`src/rtl/channel_state_ram.sv`:
```
// Channel-state RAM: one read port, one masked write port, and a zero-fill
// sequencer that runs after reset and on request.
module channel_state_ram #(
  parameter  int DEPTH = 8,
  parameter  int WIDTH = 121,
  parameter  int LANE  = 8,
  localparam int MW    = (WIDTH + LANE - 1) / LANE,
  localparam int AW    = (DEPTH > 1) ? $clog2(DEPTH) : 1
) (
  input  logic             clk,
  input  logic             rst_n,
  input  logic             rd_en,
  input  logic [AW-1:0]    rd_addr,
  output logic [WIDTH-1:0] rd_data,
  output logic             rd_valid,
  input  logic             wr_en,
  input  logic [AW-1:0]    wr_addr,
  input  logic [WIDTH-1:0] wr_data,
  input  logic [MW-1:0]    wr_mask,
  input  logic             clear_start,
  output logic             busy,
  output logic [AW-1:0]    dbg_ccnt
);

  // Handshake: a read is taken whenever rd_en=1 and busy=0; rd_valid=1 the
  // next cycle marks rd_data as its result. There is no backpressure.
  typedef enum logic {S_IDLE, S_CLEAR} state_e;

  localparam logic [AW:0]   DEPTH_W = (AW + 1)'(DEPTH);
  localparam logic [AW-1:0] LAST    = AW'(DEPTH - 1);

  state_e            state_q, state_d;
  logic [AW-1:0]     ccnt_q, ccnt_d;
  logic [WIDTH-1:0]  rd_data_q, rd_data_d;
  logic              rd_valid_q, rd_valid_d;
  logic [WIDTH-1:0]  mem_q [DEPTH];

  logic              idle;
  logic              wr_hit;
  logic              rd_acc;
  logic [WIDTH-1:0]  lane_bits;
  logic [WIDTH-1:0]  rd_word;
  logic              mem_we;
  logic [AW-1:0]     mem_waddr;
  logic [WIDTH-1:0]  mem_wdata;
  logic [WIDTH-1:0]  mem_wbits;

  always_comb begin
    lane_bits = '0;
    for (int i = 0; i < WIDTH; i++) lane_bits[i] = wr_mask[i / LANE];
  end

  assign idle    = (state_q == S_IDLE);
  assign wr_hit  = idle && wr_en && ({1'b0, wr_addr} < DEPTH_W);
  assign rd_acc  = idle && rd_en;
  assign rd_word = mem_q[rd_addr];

  // The sequencer owns the write port while clearing.
  always_comb begin
    mem_we    = wr_hit || !idle;
    mem_waddr = idle ? wr_addr : ccnt_q;
    mem_wdata = idle ? wr_data : '0;
    mem_wbits = idle ? lane_bits : '1;
  end

  // Write-first on collision: merge the incoming lanes into the old word.
  always_comb begin
    rd_data_d  = rd_data_q;
    rd_valid_d = rd_acc;
    if (rd_acc) begin
      if ({1'b0, rd_addr} >= DEPTH_W) begin
        rd_data_d = '0;
      end else if (wr_hit && (wr_addr == rd_addr)) begin
        rd_data_d = (rd_word & ~lane_bits) | (wr_data & lane_bits);
      end else begin
        rd_data_d = rd_word;
      end
    end
  end

  always_comb begin
    state_d = state_q;
    ccnt_d  = ccnt_q;
    case (state_q)
      S_IDLE: begin
        if (clear_start) begin
          state_d = S_CLEAR;
          ccnt_d  = '0;
        end
      end
      S_CLEAR: begin
        if (ccnt_q == LAST) begin
          state_d = S_IDLE;
          ccnt_d  = '0;
        end else begin
          ccnt_d = ccnt_q + AW'(1);
        end
      end
      default: begin
        state_d = S_CLEAR;
        ccnt_d  = '0;
      end
    endcase
  end

  always_ff @(posedge clk or negedge rst_n) begin
    if (!rst_n) begin
      state_q    <= S_CLEAR;
      ccnt_q     <= '0;
      rd_data_q  <= '0;
      rd_valid_q <= 1'b0;
    end else begin
      state_q    <= state_d;
      ccnt_q     <= ccnt_d;
      rd_data_q  <= rd_data_d;
      rd_valid_q <= rd_valid_d;
    end
  end

  // Entries are not reset; the reset-time zero-fill covers them.
  always_ff @(posedge clk) begin
    if (mem_we) begin
      for (int b = 0; b < WIDTH; b++) begin
        if (mem_wbits[b]) mem_q[mem_waddr][b] <= mem_wdata[b];
      end
    end
  end

  assign rd_data  = rd_data_q;
  assign rd_valid = rd_valid_q;
  assign busy     = (state_q == S_CLEAR);
  assign dbg_ccnt = ccnt_q;

endmodule

```
`config.mk`:
```
export PLATFORM = sky130hd
export DESIGN_NAME = channel_state_ram
export DESIGN_NICKNAME = d
export VERILOG_FILES = /design/src/rtl/channel_state_ram.sv
export SDC_FILE = /design/constraint.sdc
export NUM_CORES = 1
export LEC_CHECK = 0
export ABC_AREA = 1
export CORE_ASPECT_RATIO = 0.9
export CORE_MARGIN = 10
export CORE_UTILIZATION = 38
export CTS_CLUSTER_SIZE = 20
export DETAILED_ROUTE_END_ITERATION = 12
export DONT_BUFFER_PORTS = 1
export PLACE_DENSITY = 0.58
export SYNTH_ARGS = -nofsm -noshare
export SYNTH_HDL_FRONTEND = slang
export SYNTH_SLANG_ARGS = --single-unit
```
`constraint.sdc`:
```
create_clock -name clk -period 3 [get_ports clk]
set_clock_uncertainty 0.1 [all_clocks]
set_input_delay 0.75 -clock clk [delete_from_list [all_inputs] [get_ports clk]]
set_output_delay 0.75 -clock clk [all_outputs]
set_load 0.05 [all_outputs]
```
==> impl_results.html <==
<table>
<tr><th>Metric</th><th>Value</th></tr>
<tr><th colspan="2">Synthesis</th></tr>
<tr><td>Share of the yosys chip area belonging to registers</td><td>0.7028</td></tr>
<tr><td>Synthesized flop and latch total</td><td>about 1,100</td></tr>
<tr><td>Synthesis Warnings</td><td>0</td></tr>
<tr><td>Cell types with the largest area share after synthesis</td><td>sky130_fd_sc_hd__edfxtp_1 (63%), sky130_fd_sc_hd__nand3_1 (11%), sky130_fd_sc_hd__nand2_1 (10%)</td></tr>
<tr><td>Number of different library cells in the post-synthesis netlist</td><td>21</td></tr>
<tr><td>Cell count after synthesis</td><td>about 4,200</td></tr>
<tr><td>Share of the synthesized area in the top cell type</td><td>0.6340</td></tr>
<tr><td>Post-synth net total</td><td>approximately 4,400</td></tr>
<tr><td>Total standard cell area after synthesis</td><td>~0.046 sq mm</td></tr>
<tr><td>Avg Synthesized Cell Area</td><td>10.85 sq um</td></tr>
<tr><td>Dominant cell type by area after synthesis</td><td>sky130_fd_sc_hd__edfxtp_1</td></tr>
<tr><th colspan="2">Routing</th></tr>
<tr><td>Via Count</td><td>31,297</td></tr>
<tr><td>Wire length reported by the detailed router</td><td>130,200 um</td></tr>
<tr><td>Number of DRC markers in iteration 0</td><td>roughly 2,800</td></tr>
<tr><td>Remaining antenna violation count</td><td>0</td></tr>
<tr><td>Average wire length per cell after detail routing</td><td>around 22 um</td></tr>
<tr><td>First-pass iteration count of the detailed router</td><td>6</td></tr>
<tr><td>Remaining DRCs</td><td>0</td></tr>
<tr><td>Via count normalized by instance count</td><td>about 5.3</td></tr>
<tr><th colspan="2">GRT</th></tr>
<tr><td>Wire length of the first global-routing pass</td><td>slightly below 200,000 um</td></tr>
<tr><td>Antenna violations before repair</td><td>4</td></tr>
<tr><td>Largest net degree at the start of global routing</td><td>approximately 490</td></tr>
<tr><td>Congestion Overflow GR</td><td>0</td></tr>
<tr><td>Overall Global Routing Usage</td><td>0.1866</td></tr>
<tr><td>Vias in the first global route</td><td>a little under 30,000</td></tr>
<tr><th colspan="2">Floorplanning</th></tr>
<tr><td>Floorplan core area</td><td>roughly 0.12 sq mm</td></tr>
<tr><td>Die outline width</td><td>around 390 um</td></tr>
<tr><td>Die boundary height</td><td>349.5 um</td></tr>
<tr><td>Starting utilization of the core area</td><td>0.3841</td></tr>
<tr><td>Number of top-level pins</td><td>between 200 and 300</td></tr>
<tr><td>DIE AREA</td><td>between 0.1 and 0.15 sq mm</td></tr>
<tr><td># rows</td><td>120</td></tr>
<tr><th colspan="2">STA</th></tr>
<tr><td>Min Hold Slack</td><td>-0.3470 ns</td></tr>
<tr><td>Count of endpoints failing hold in the final timing report</td><td>about 130</td></tr>
<tr><td>RSZ-0062 raised after global routing</td><td>false</td></tr>
<tr><td>Crit share post-route</td><td>0.9593</td></tr>
<tr><td>Slew Limit Fails</td><td>about 290</td></tr>
<tr><td>Max frequency</td><td>347.5 MHz</td></tr>
<tr><td>Endpoints failing setup</td><td>0</td></tr>
<tr><td>Post-layout min period</td><td>2.878 ns</td></tr>
<tr><td>Crit path setup slack, layout</td><td>about 0.12 ns</td></tr>
<tr><td>Setup tns final</td><td>0 ns</td></tr>
<tr><td>Measured slew at the worst slew-check pin</td><td>about 2.7 ns</td></tr>
<tr><td>Worst slew margin relative to its limit</td><td>-0.8086</td></tr>
<tr><th colspan="2">Placed design</th></tr>
<tr><td>Number of I/O port buffers</td><td>0</td></tr>
<tr><td>Post-placement cell count</td><td>between 5,000 and 6,000</td></tr>
<tr><td>Weighted congestion reported at the end of routability-driven placement</td><td>0.7678</td></tr>
<tr><td>Setup WS pre-CTS</td><td>~0.16 ns</td></tr>
<tr><td>Half-perimeter wire length after placement</td><td>77,630 um</td></tr>
<tr><th colspan="2">Power and ir drop</th></tr>
<tr><td>Largest voltage drop on the vdd net</td><td>0.6379 mV</td></tr>
<tr><td>Power per Cell Area</td><td>~1100 mW/mm^2</td></tr>
<tr><td>Static leakage</td><td>~21 nW</td></tr>
<tr><th colspan="2">Setup path</th></tr>
<tr><td>Critical Path Start Type</td><td>register</td></tr>
<tr><td>Kind of critical path</td><td>reg -&gt; out</td></tr>
<tr><td>WP buf/inv</td><td>2</td></tr>
<tr><td>Worst Path Required</td><td>approximately 2.2 ns</td></tr>
<tr><td>Element type at the critical path end</td><td>primary output</td></tr>
<tr><td>CP max FO</td><td>21</td></tr>
<tr><td>Cells traversed along the worst timing path</td><td>buf_16 -&gt; buf_8</td></tr>
<tr><td>Kind of cell adding the most delay to the critical path</td><td>flip-flops</td></tr>
<tr><td>Critical path's largest stage delay</td><td>0.81 ns</td></tr>
<tr><td>Cell with the biggest individual delay on the critical path</td><td>sky130_fd_sc_hd__dfstp_4</td></tr>
<tr><td>Worst Path Arrival</td><td>2.03 ns</td></tr>
<tr><th colspan="2">CTS</th></tr>
<tr><td>Number of CTS-inserted buffers</td><td>roughly 110</td></tr>
<tr><td>Root buffer cell</td><td>sky130_fd_sc_hd__clkbuf_16</td></tr>
<tr><td>Buffers inserted by post-CTS timing repair</td><td>0</td></tr>
<tr><td>Clock sink total</td><td>1,094</td></tr>
<tr><td>Maximum level of the CTS H-tree</td><td>3</td></tr>
<tr><td>CTS tree</td><td>built</td></tr>
<tr><td>Clock latency at the later pin of the worst-skew pair</td><td>0.69 ns</td></tr>
<tr><td>Buffer depth of the longest clock path</td><td>3</td></tr>
<tr><td>Clock transition at path regs</td><td>0.06 ns</td></tr>
<tr><th colspan="2">Status</th></tr>
<tr><td>Violated checks</td><td>negative hold slack, max-slew violations</td></tr>
<tr><td>Result of the run</td><td>complete, but fails checks</td></tr>
<tr><th colspan="2">Layout</th></tr>
<tr><td>Fraction of layout instances using a drive strength above 1</td><td>0.08845</td></tr>
<tr><td>Leading cell type in the layout, fill and taps excluded</td><td>sky130_fd_sc_hd__nand2_1</td></tr>
<tr><td>Footprint of the multi-input gates</td><td>0.01149 sq mm</td></tr>
<tr><td>Highest-count cells in the layout ignoring fill and taps</td><td>sky130_fd_sc_hd__nand2_1 (1,267), sky130_fd_sc_hd__edfxtp_1 (968), sky130_fd_sc_hd__nand3_1 (966)</td></tr>
<tr><td>Post-layout net count</td><td>4,415</td></tr>
<tr><td>FILL cells</td><td>roughly 11,000</td></tr>
<tr><td>Final non-filler cell total</td><td>~6,000</td></tr>
<tr><td>Area of all sequential standard cells</td><td>approximately 0.032 sq mm</td></tr>
<tr><td>Relative area change from synthesis to final layout</td><td>13.22%</td></tr>
<tr><th colspan="2">Worst hold path</th></tr>
<tr><td>Worst Hold Class</td><td>in -&gt; async</td></tr>
<tr><th colspan="2">Run</th></tr>
<tr><td># Max-Cap Violations</td><td>0</td></tr>
</table>
routing by layer:
layer  up-vias  GRT usage  wire, um
met5         -          0        27
met4         4    0.04864      3415
met3       189    0.03384      8028
met2       972     0.2985     61190
met1     15466     0.2609     57570
li1      14666          -         -
sequential cells by signal, indices dropped and copies added, names as in the netlist:
register / cells
busy: 1
dbg_ccnt: 3
rd_valid: 1
mem_q: 968
rd_data: 121
cells by family after synthesis:
logic type | after synthesis | synth area share
and+or+nand+nor | 2614 | 0.2470
buffers and inverters | 491 | 0.04713
AOI/OAI and AO/OA | 23 | 0.002565
DFF | 1094 | 0.7028
adders and majority gates | 2 | 0.0005457
layout make-up:
class                           instances  area share
Sequential cell                      1094      0.6208
Multi-Input combinational cell       2639      0.2213
Clock buffer                          166     0.06183
Tap cell                             1586     0.03823
Timing Repair Buffer                  209     0.03399
Inverter                              207     0.01545
Clock inverter                         49    0.008292
Antenna cell                            2  0.00009641
power breakdown:
group	internal (mW)	switching [mW]
clock network	7.86	5.89
registers	24.7	4.42
logic	3.93	9.44
final timing paths:
| kind | endpoint | depth (start not counted) | startpoint | slack (ns) |
|---|---|---|---|---|
| hold reg to reg | rd_data[53] | 6 | mem_q[4][53] | 0.61 |
| max in group asynchronous | rd_data[102] | 0 | rst_n | 2.63 |
| setup reg to reg | mem_q[1][82] | 6 | busy | 0.36 |
| setup / recovery | busy | 2 | busy | 0.12 |
| min in group clk | rd_data[114] | 3 | wr_mask[14] | 0.19 |
| hold / removal | rd_data[36] | 0 | rst_n | -0.35 |
per-stage QoR:
stage	area [sq um]	hold slack (ns)	power [mW]	util
CTS	51880	-0.3965	56.55	0.4346
floorplan	45850	0.3544	36.09	-
detailed placement	48230	0.3584	42.77	0.4040
finish	51910	-0.3470	56.21	0.4349
global route	51900	-0.3940	58.95	0.4348
global placement	48230	0.3589	42.48	0.4040
synth_stat cells:
library cell               instances
sky130_fd_sc_hd__dfrtp_1         125
sky130_fd_sc_hd__clkbuf_1         91
sky130_fd_sc_hd__edfxtp_1        968
sky130_fd_sc_hd__o31ai_1           1
sky130_fd_sc_hd__nand2_1        1268
sky130_fd_sc_hd__inv_1           202
sky130_fd_sc_hd__nand3_1         966
sky130_fd_sc_hd__ha_1              2
sky130_fd_sc_hd__o21ai_0           2
sky130_fd_sc_hd__clkinv_1          1
sky130_fd_sc_hd__inv_4             1
sky130_fd_sc_hd__buf_4            14
sky130_fd_sc_hd__inv_2             3
sky130_fd_sc_hd__a21oi_1          18
sky130_fd_sc_hd__buf_1            19
sky130_fd_sc_hd__dfstp_2           1
sky130_fd_sc_hd__nand4_1         121
sky130_fd_sc_hd__buf_2           150
sky130_fd_sc_hd__o21ai_1           2
sky130_fd_sc_hd__nor2_1          259
sky130_fd_sc_hd__buf_6            10
worst register-to-register path: cells and delay by family, from the launching register on:
kind	cells	cell delay, ns
simple gates	2	0.41
buf+inv	3	0.68
flops	1	0.81
compound gates	1	0.37
timing repair:
item / 4_1_cts / 5_1_grt
endpoints found under the hold margin: 126 / 126
gates resized for setup: 3 / 0
gates cloned: 0 / 1
setup endpoints to repair: 1 / 1
Note: power is estimated with default switching activity, not from simulation.
